==> src/rtl/pwm_bank.sv <==
// pwm_bank: shared-counter multi-channel PWM with shadowed registers.
// Edge- and center-aligned modes; new settings apply at period boundaries.
module pwm_bank #(
  parameter int CHANNELS = 8,
  parameter int WIDTH    = 16,
  parameter int ADDR_W   = 4
) (
  input  logic                clk,
  input  logic                reset,
  input  logic                wr_en,
  input  logic [ADDR_W-1:0]   wr_addr,
  input  logic [WIDTH-1:0]    wr_data,
  output logic                period_start,
  output logic [CHANNELS-1:0] pwm_out
);

  localparam logic [ADDR_W-1:0] ADDR_TOP  = ADDR_W'(CHANNELS);
  localparam logic [ADDR_W-1:0] ADDR_CTRL = ADDR_W'(CHANNELS + 1);

  logic [WIDTH-1:0] duty_sh  [CHANNELS];
  logic [WIDTH-1:0] duty_act [CHANNELS];
  logic [WIDTH-1:0] top_sh;
  logic [WIDTH-1:0] top_act;
  logic             mode_sh;
  logic             mode_act;
  logic             en_ctrl;
  logic             running;
  logic [WIDTH-1:0] cnt;
  logic             dir;
  logic [WIDTH-1:0] cnt_step;
  logic             dir_step;
  logic [WIDTH-1:0] cnt_nxt;
  logic             dir_nxt;
  logic             load;
  logic             ps_nxt;

  // Next counter position while running (dir: 0 up, 1 down)
  always_comb begin
    cnt_step = '0;
    dir_step = 1'b0;
    if (top_act == '0) begin
      cnt_step = '0;
    end else if (!mode_act) begin
      cnt_step = (cnt >= top_act) ? '0 : cnt + 1'b1;
    end else if (!dir && (cnt < top_act)) begin
      cnt_step = cnt + 1'b1;
    end else begin
      cnt_step = cnt - 1'b1;
      dir_step = (cnt_step != '0);
    end
  end

  // Run/idle sequencing: first enabled edge is a boundary, idle copies shadows
  always_comb begin
    cnt_nxt = '0;
    dir_nxt = 1'b0;
    load    = 1'b1;
    ps_nxt  = 1'b0;
    if (en_ctrl && running) begin
      cnt_nxt = cnt_step;
      dir_nxt = dir_step;
      load    = (cnt_step == '0);
      ps_nxt  = (cnt_step == '0);
    end else if (en_ctrl) begin
      ps_nxt  = 1'b1;
    end
  end

  // Shadow register file written by the core
  always_ff @(posedge clk or posedge reset) begin
    if (reset) begin
      for (int i = 0; i < CHANNELS; i++) duty_sh[i] <= '0;
      top_sh  <= '1;
      mode_sh <= 1'b0;
      en_ctrl <= 1'b0;
    end else if (wr_en) begin
      for (int i = 0; i < CHANNELS; i++) begin
        if (wr_addr == ADDR_W'(i)) duty_sh[i] <= wr_data;
      end
      if (wr_addr == ADDR_TOP) top_sh <= wr_data;
      if (wr_addr == ADDR_CTRL) begin
        en_ctrl <= wr_data[0];
        mode_sh <= wr_data[1];
      end
    end
  end

  // Active set, reloaded from shadows at boundaries or while idle
  always_ff @(posedge clk or posedge reset) begin
    if (reset) begin
      for (int i = 0; i < CHANNELS; i++) duty_act[i] <= '0;
      top_act  <= '1;
      mode_act <= 1'b0;
    end else if (load) begin
      for (int i = 0; i < CHANNELS; i++) duty_act[i] <= duty_sh[i];
      top_act  <= top_sh;
      mode_act <= mode_sh;
    end
  end

  // Counter, run flag and registered outputs
  always_ff @(posedge clk or posedge reset) begin
    if (reset) begin
      cnt          <= '0;
      dir          <= 1'b0;
      running      <= 1'b0;
      period_start <= 1'b0;
      pwm_out      <= '0;
    end else begin
      cnt          <= cnt_nxt;
      dir          <= dir_nxt;
      running      <= en_ctrl;
      period_start <= ps_nxt;
      for (int i = 0; i < CHANNELS; i++) begin
        pwm_out[i] <= running && (cnt < duty_act[i]);
      end
    end
  end

endmodule

==> config.mk <==
export PLATFORM = sky130hd
export DESIGN_NAME = pwm_bank
export DESIGN_NICKNAME = d
export VERILOG_FILES = /design/src/rtl/pwm_bank.sv
export SDC_FILE = /design/constraint.sdc
export NUM_CORES = 1
export LEC_CHECK = 0
export ABC_CLOCK_PERIOD_IN_PS = 13900
export CAP_MARGIN = 20
export CORE_MARGIN = 3
export CORE_UTILIZATION = 52
export CTS_CLUSTER_DIAMETER = 100
export DETAILED_ROUTE_END_ITERATION = 8
export PLACE_DENSITY = 0.74
export SLEW_MARGIN = 10
export SYNTH_ARGS = -nofsm -noshare
export SYNTH_HDL_FRONTEND = slang
export SYNTH_SLANG_ARGS = --single-unit
==> constraint.sdc <==
create_clock -name clk -period 13.9 [get_ports clk]
set_input_delay 3.475 -clock clk [delete_from_list [all_inputs] [get_ports clk]]
set_output_delay 3.475 -clock clk [all_outputs]
set_load 0.005 [all_outputs]
# Word-level counts from Yosys, hierarchy flattened
# Index checks and enable logic that the tools add are counted.
# W data, S select, Z words.
dict set report word_totals {
  regBits 318
  output_inout_bits 9
}
dict set report op_classes {
  add_sub_neg 2
  magnitude_cmp 10
  n_eq_ne 9
  n_mux 12
  n_reduce_logical 25
}
# op n
set op_table {}
lappend op_table {{$lt A16 B16 Y1} 9}
lappend op_table {{$mux W16} 5}
lappend op_table {{$logic_not A16 Y1} 2}
lappend op_table {{$reduce_and A2 Y1} 10}
lappend op_table {{$add A16 B1 Y16 const B} 1}
lappend op_table {{$eq A4 B3 Y1 const B} 4}
lappend op_table {{$ge A16 B16 Y1} 1}
lappend op_table {{$reduce_bool A16 Y1} 1}
lappend op_table {{$sub A16 B1 Y16 const B} 1}
lappend op_table {{$logic_and A1 B1 Y1} 10}
lappend op_table {{$eq A4 B2 Y1 const B} 2}
lappend op_table {{$eq A4 B4 Y1 const B} 2}
lappend op_table {{$mux W1} 7}
lappend op_table {{$eq A4 B1 Y1 const B} 1}
lappend op_table {{$logic_not A4 Y1} 1}
lappend op_table {{$logic_not A1 Y1} 1}

# Longest topological paths before layout
dict set report logic_depth {
  ltp_word 7
  depth_mapped 15
  ltp_nobuf 11
}

# Worst setup path after synthesis
# Ideal clock, no wire load.
dict set report synth_timing {
  path_kind {input-to-reg}
  start {input port wr_addr[3]}
  end {register duty_sh[18] (netlist name)}
  setup_time_ns 0.125
  t_arrival_ns 5.036
  setup_slack_ns 8.740
  cell_stages 4
  path_cell_list {nand3b_1 > nor3b_1 > clkbuf_1 > mux2_2}
}
dict set report synth_via {
  elab_chain_len 2
}
# element line
set synth_lines {}
lappend synth_lines {{start, declared} 11} ;# input logic [ADDR_W-1:0] wr_addr,
lappend synth_lines {{$eq A4 B3 Y1} 78} ;# if (wr_addr == ADDR_W'(i)) duty_sh[i] <= wr_data;
lappend synth_lines {{$reduce_and A2 Y1 (no line)} --}
lappend synth_lines {{end signal, assigned by index} 78}
lappend synth_lines {{end, declared} 20} ;# logic [WIDTH-1:0] duty_sh [CHANNELS];
# Every way passes these cells.
# A chain may end at the register's enable or synchronous reset.

# Final worst setup path
dict set report layout_timing {
  start {input port wr_en}
  end {register duty_sh[95] (netlist name)}
}
dict set report layout_via {
  elab_chain_len 1
}
# element line
set layout_lines {}
lappend layout_lines {{start, declared} 10} ;# input logic wr_en,
lappend layout_lines {{$reduce_and A2 Y1 (no line)} --}
# Every way passes these cells.

==> results.toml <==
[run_status]
outcome = "finished, final reports clean"

[sta]
period_share_pct = 37.7
period_minus_slack_ps = 5240
slew_viol_final = 0
fmax_ghz = 0.191
relSlewSlack_pct = 31.8
setup_viol = 0
hold_viol_final = 0
rsz0062_at_grt = "false"
finalSetupTns_ps = 0
worst_pin_slew_ps = 1020
fin_skew_ps = 13.6

[logic_synthesis]
synth-main-ff-cell = "dfrtp_1"
syn_nets = 1455
synth_top_area_share_pct = 43.8
yosysWarningCount = 0
synthTopCellsByArea = "dfrtp_1 (44%), mux2_2 (17%), ha_1 (11%)"
yosysSeqAreaShare_pct = 49.0
ys_ff_latch = 318
syn_avg_cell_area_um2 = 12.6
async_reset_ff_share_pct = 100
synth_edf_count = 0
synthCells = 1293
yosys.area.top_type = "dfrtp_1"
synth.cell_area_mm2 = 0.0163
ys_types = 58

[routing]
vias_per_cell = 5.67
dr.first_iter.drc_count = 593
dr_total_vias = 9909
drt-total-wl_mm = 34.9
drc = 0
dr.pass1.iters = 5
wl_per_cell_um = 20.0
ant_nets = 0

[place]
gp_congestion = 0.842
numPortBuffers = 31
place.detailed.hpwl_mm = 21.7

[final_layout]
drive_gt1_share_pct = 30.4
final_util_pct = 59.1
fin_nets = 1487
area_growth_syn_to_layout_pct = 11.3
diodes = 0

[clock_network]
cts_sinks = 318
clk_latency_ps = 510
post-cts-setup-buffer-count = 0
clk_pin_slew_ps = 60
tritoncts = "done"
cts_buffers = 36
clockRootBuffer = "clkbuf_16"
cts_resized = 0
cts_hold_buf = 0
clockBufferDepth = 3
cts_max_level = 2

[floorplan]
io_pins = 32
coreArea_mm2 = 0.0307
dieHeight_um = 183
start_util_pct = 53.1
die_area_mm2 = 0.0336
rows = 64
fp.dieW_um = 183

[critical_path]
start_kind = "primary input"
critPathTopFamily = "simple AND/OR/NAND/NOR gates"
r2r_slack_ps = 9030
worstPathArrival_ps = 5620
required_ps = 14280
cp_max_fo = 16
max_stage_delay_ps = 690
path_cells = "clkdlybuf4s50_1 -> nor3b_1 -> nand3b_1 -> mux2_2"
end_kind = "register"
critPathBufInv = 1
crit_type = "primary input to register"
slowest_stage = "nand3b_1"

[global_routing]
grt_overflow = 0
grt_pass1_wl_mm = 56.2
antenna_found_initial = 1
track_usage_pct = 21.3
grt_pass1_vias = 10400
grt_max_degree = 146

[power]
peakVddDrop_uv = 139
power_leakage_nw = 8.96
cellPowerDensity_mw_per_mm2 = 169

[job]
drv_cap = 0

[worst_hold_path]
hold_path.class = "register to register"
-- cells in the final DEF (no fill, tap or decap), types with 7 or more instances in the layout --
| master | synthesis | routed |
|---|---|---|
| a21o_1 | 63 | 63 |
| a21oi_1 | 36 | 36 |
| a41oi_1 | 16 | 16 |
| buf_4 | 1 | 9 |
| clkbuf_16 | 0 | 37 |
| clkdlybuf4s50_1 | 0 | 31 |
| dfrtp_1 | 286 | 286 |
| dfstp_2 | 32 | 32 |
| ha_1 | 139 | 139 |
| inv_1 | 151 | 150 |
| mux2_2 | 241 | 241 |
| mux2_4 | 50 | 50 |
| mux2i_1 | 7 | 7 |
| nand2_1 | 30 | 30 |
| nand2b_1 | 10 | 10 |
| nand3_1 | 12 | 12 |
| nand4_1 | 16 | 16 |
| nand4b_1 | 7 | 7 |
| nor2_1 | 38 | 38 |
| nor3_1 | 7 | 7 |
| nor4_1 | 8 | 8 |
| o211ai_1 | 8 | 8 |
| xnor2_1 | 10 | 10 |
| xor2_1 | 15 | 15 |
-- report_power, final --
| part | internal (mW) | leakage [nW] | switching [mW] |
|---|---|---|---|
| Sequential | 1.21 | 3.86 | 0.152 |
| Clock | 0.555 | 0.568 | 0.372 |
| Combinational | 0.432 | 4.53 | 0.344 |
| Total | 2.20 | 8.96 | 0.868 |
-- cells in the mapped netlist (4+ instances only) --
library cell,count
dfstp_2,32
nor3_1,7
nand4_1,16
nor2_1,38
o21ai_0,6
xnor2_1,10
a211oi_1,6
nand2b_1,10
buf_1,4
nand3_1,12
ha_1,139
nor4_1,8
xor2_1,15
buf_2,11
nand4b_1,7
nor2b_1,4
buf_6,9
a21oi_1,36
mux2_4,50
nand2_1,30
mux2_2,241
clkbuf_1,22
o211ai_1,8
inv_1,151
dfrtp_1,286
a21o_1,63
a41oi_1,16
mux2i_1,7
-- worst reg2reg max path, delay by kind of cell (launching register included) --
family          cells  cell delay [ps]
compound gates      5             1070
xor+xnor            1              220
fa+ha+maj           1              410
buf+inv             2             1110
flops               1              990
mux                 2              830
simple gates        1              130
-- worst paths after layout --
check	start	endpoint	cells past startpoint
worst max-delay path	wr_en	duty_sh[95]	4
worst min-delay path	en_ctrl	running	0
worst max register to register	cnt[11]	duty_act[38]	12
worst min register to register	en_ctrl	running	0
max in group asynchronous	reset	duty_sh[44]	3
min in group asynchronous	reset	duty_act[34]	2
-- metrics by stage --
stage                     total power [mW]  worst slack, ps  cell area [µm²]  hold slack [ps]  instances
final                                 3.07             8660            18200              436       1747
after global routing                  3.26             8510            18200              466       1747
after CTS                             3.10             8700            18200              436       1747
after detailed placement              2.15             8200            17000              430       1683
after global placement                2.11             8230            17000              412       1683
after floorplan                       1.96             1680            16300              395       1293
-- cell families (layout without fill, tap and decap cells) --
kind of cell / after synthesis / after routing / synth area share, %
compound gates: 151 / 151 / 6.56
mux: 298 / 298 / 21.6
simple gates: 164 / 164 / 5.80
flops: 318 / 318 / 49.0
fa+ha+maj: 139 / 139 / 10.6
buf+inv: 198 / 256 / 5.07
xor+xnor: 25 / 25 / 1.34
-- layer usage --
metal	vias to the layer above	GRT usage [%]	part of all wire, %
met4	0	5.58	2.1
li1	4623	-	-
met1	5091	28.9	45
met5	-	0	0
met3	42	3.23	3.4
met2	153	36.3	49
-- cell type report --
cell class	count	area, µm²
Multi-Input combinational cell	777	7540
Fill cell	2467	12600
Timing Repair Buffer	41	398
Tap cell	396	495
Clock inverter	17	163
Clock buffer	47	1010
Sequential cell	318	8000
Inverter	151	574
-- sequential cells by signal, indices dropped and copies added (netlist names), 8 cells and up --
| register | flops |
|---|---|
| cnt | 16 |
| duty_act | 128 |
| pwm_out | 8 |
| duty_sh | 128 |
| top_act | 16 |
| top_sh | 16 |
Note: power is estimated with default switching activity, not from simulation.
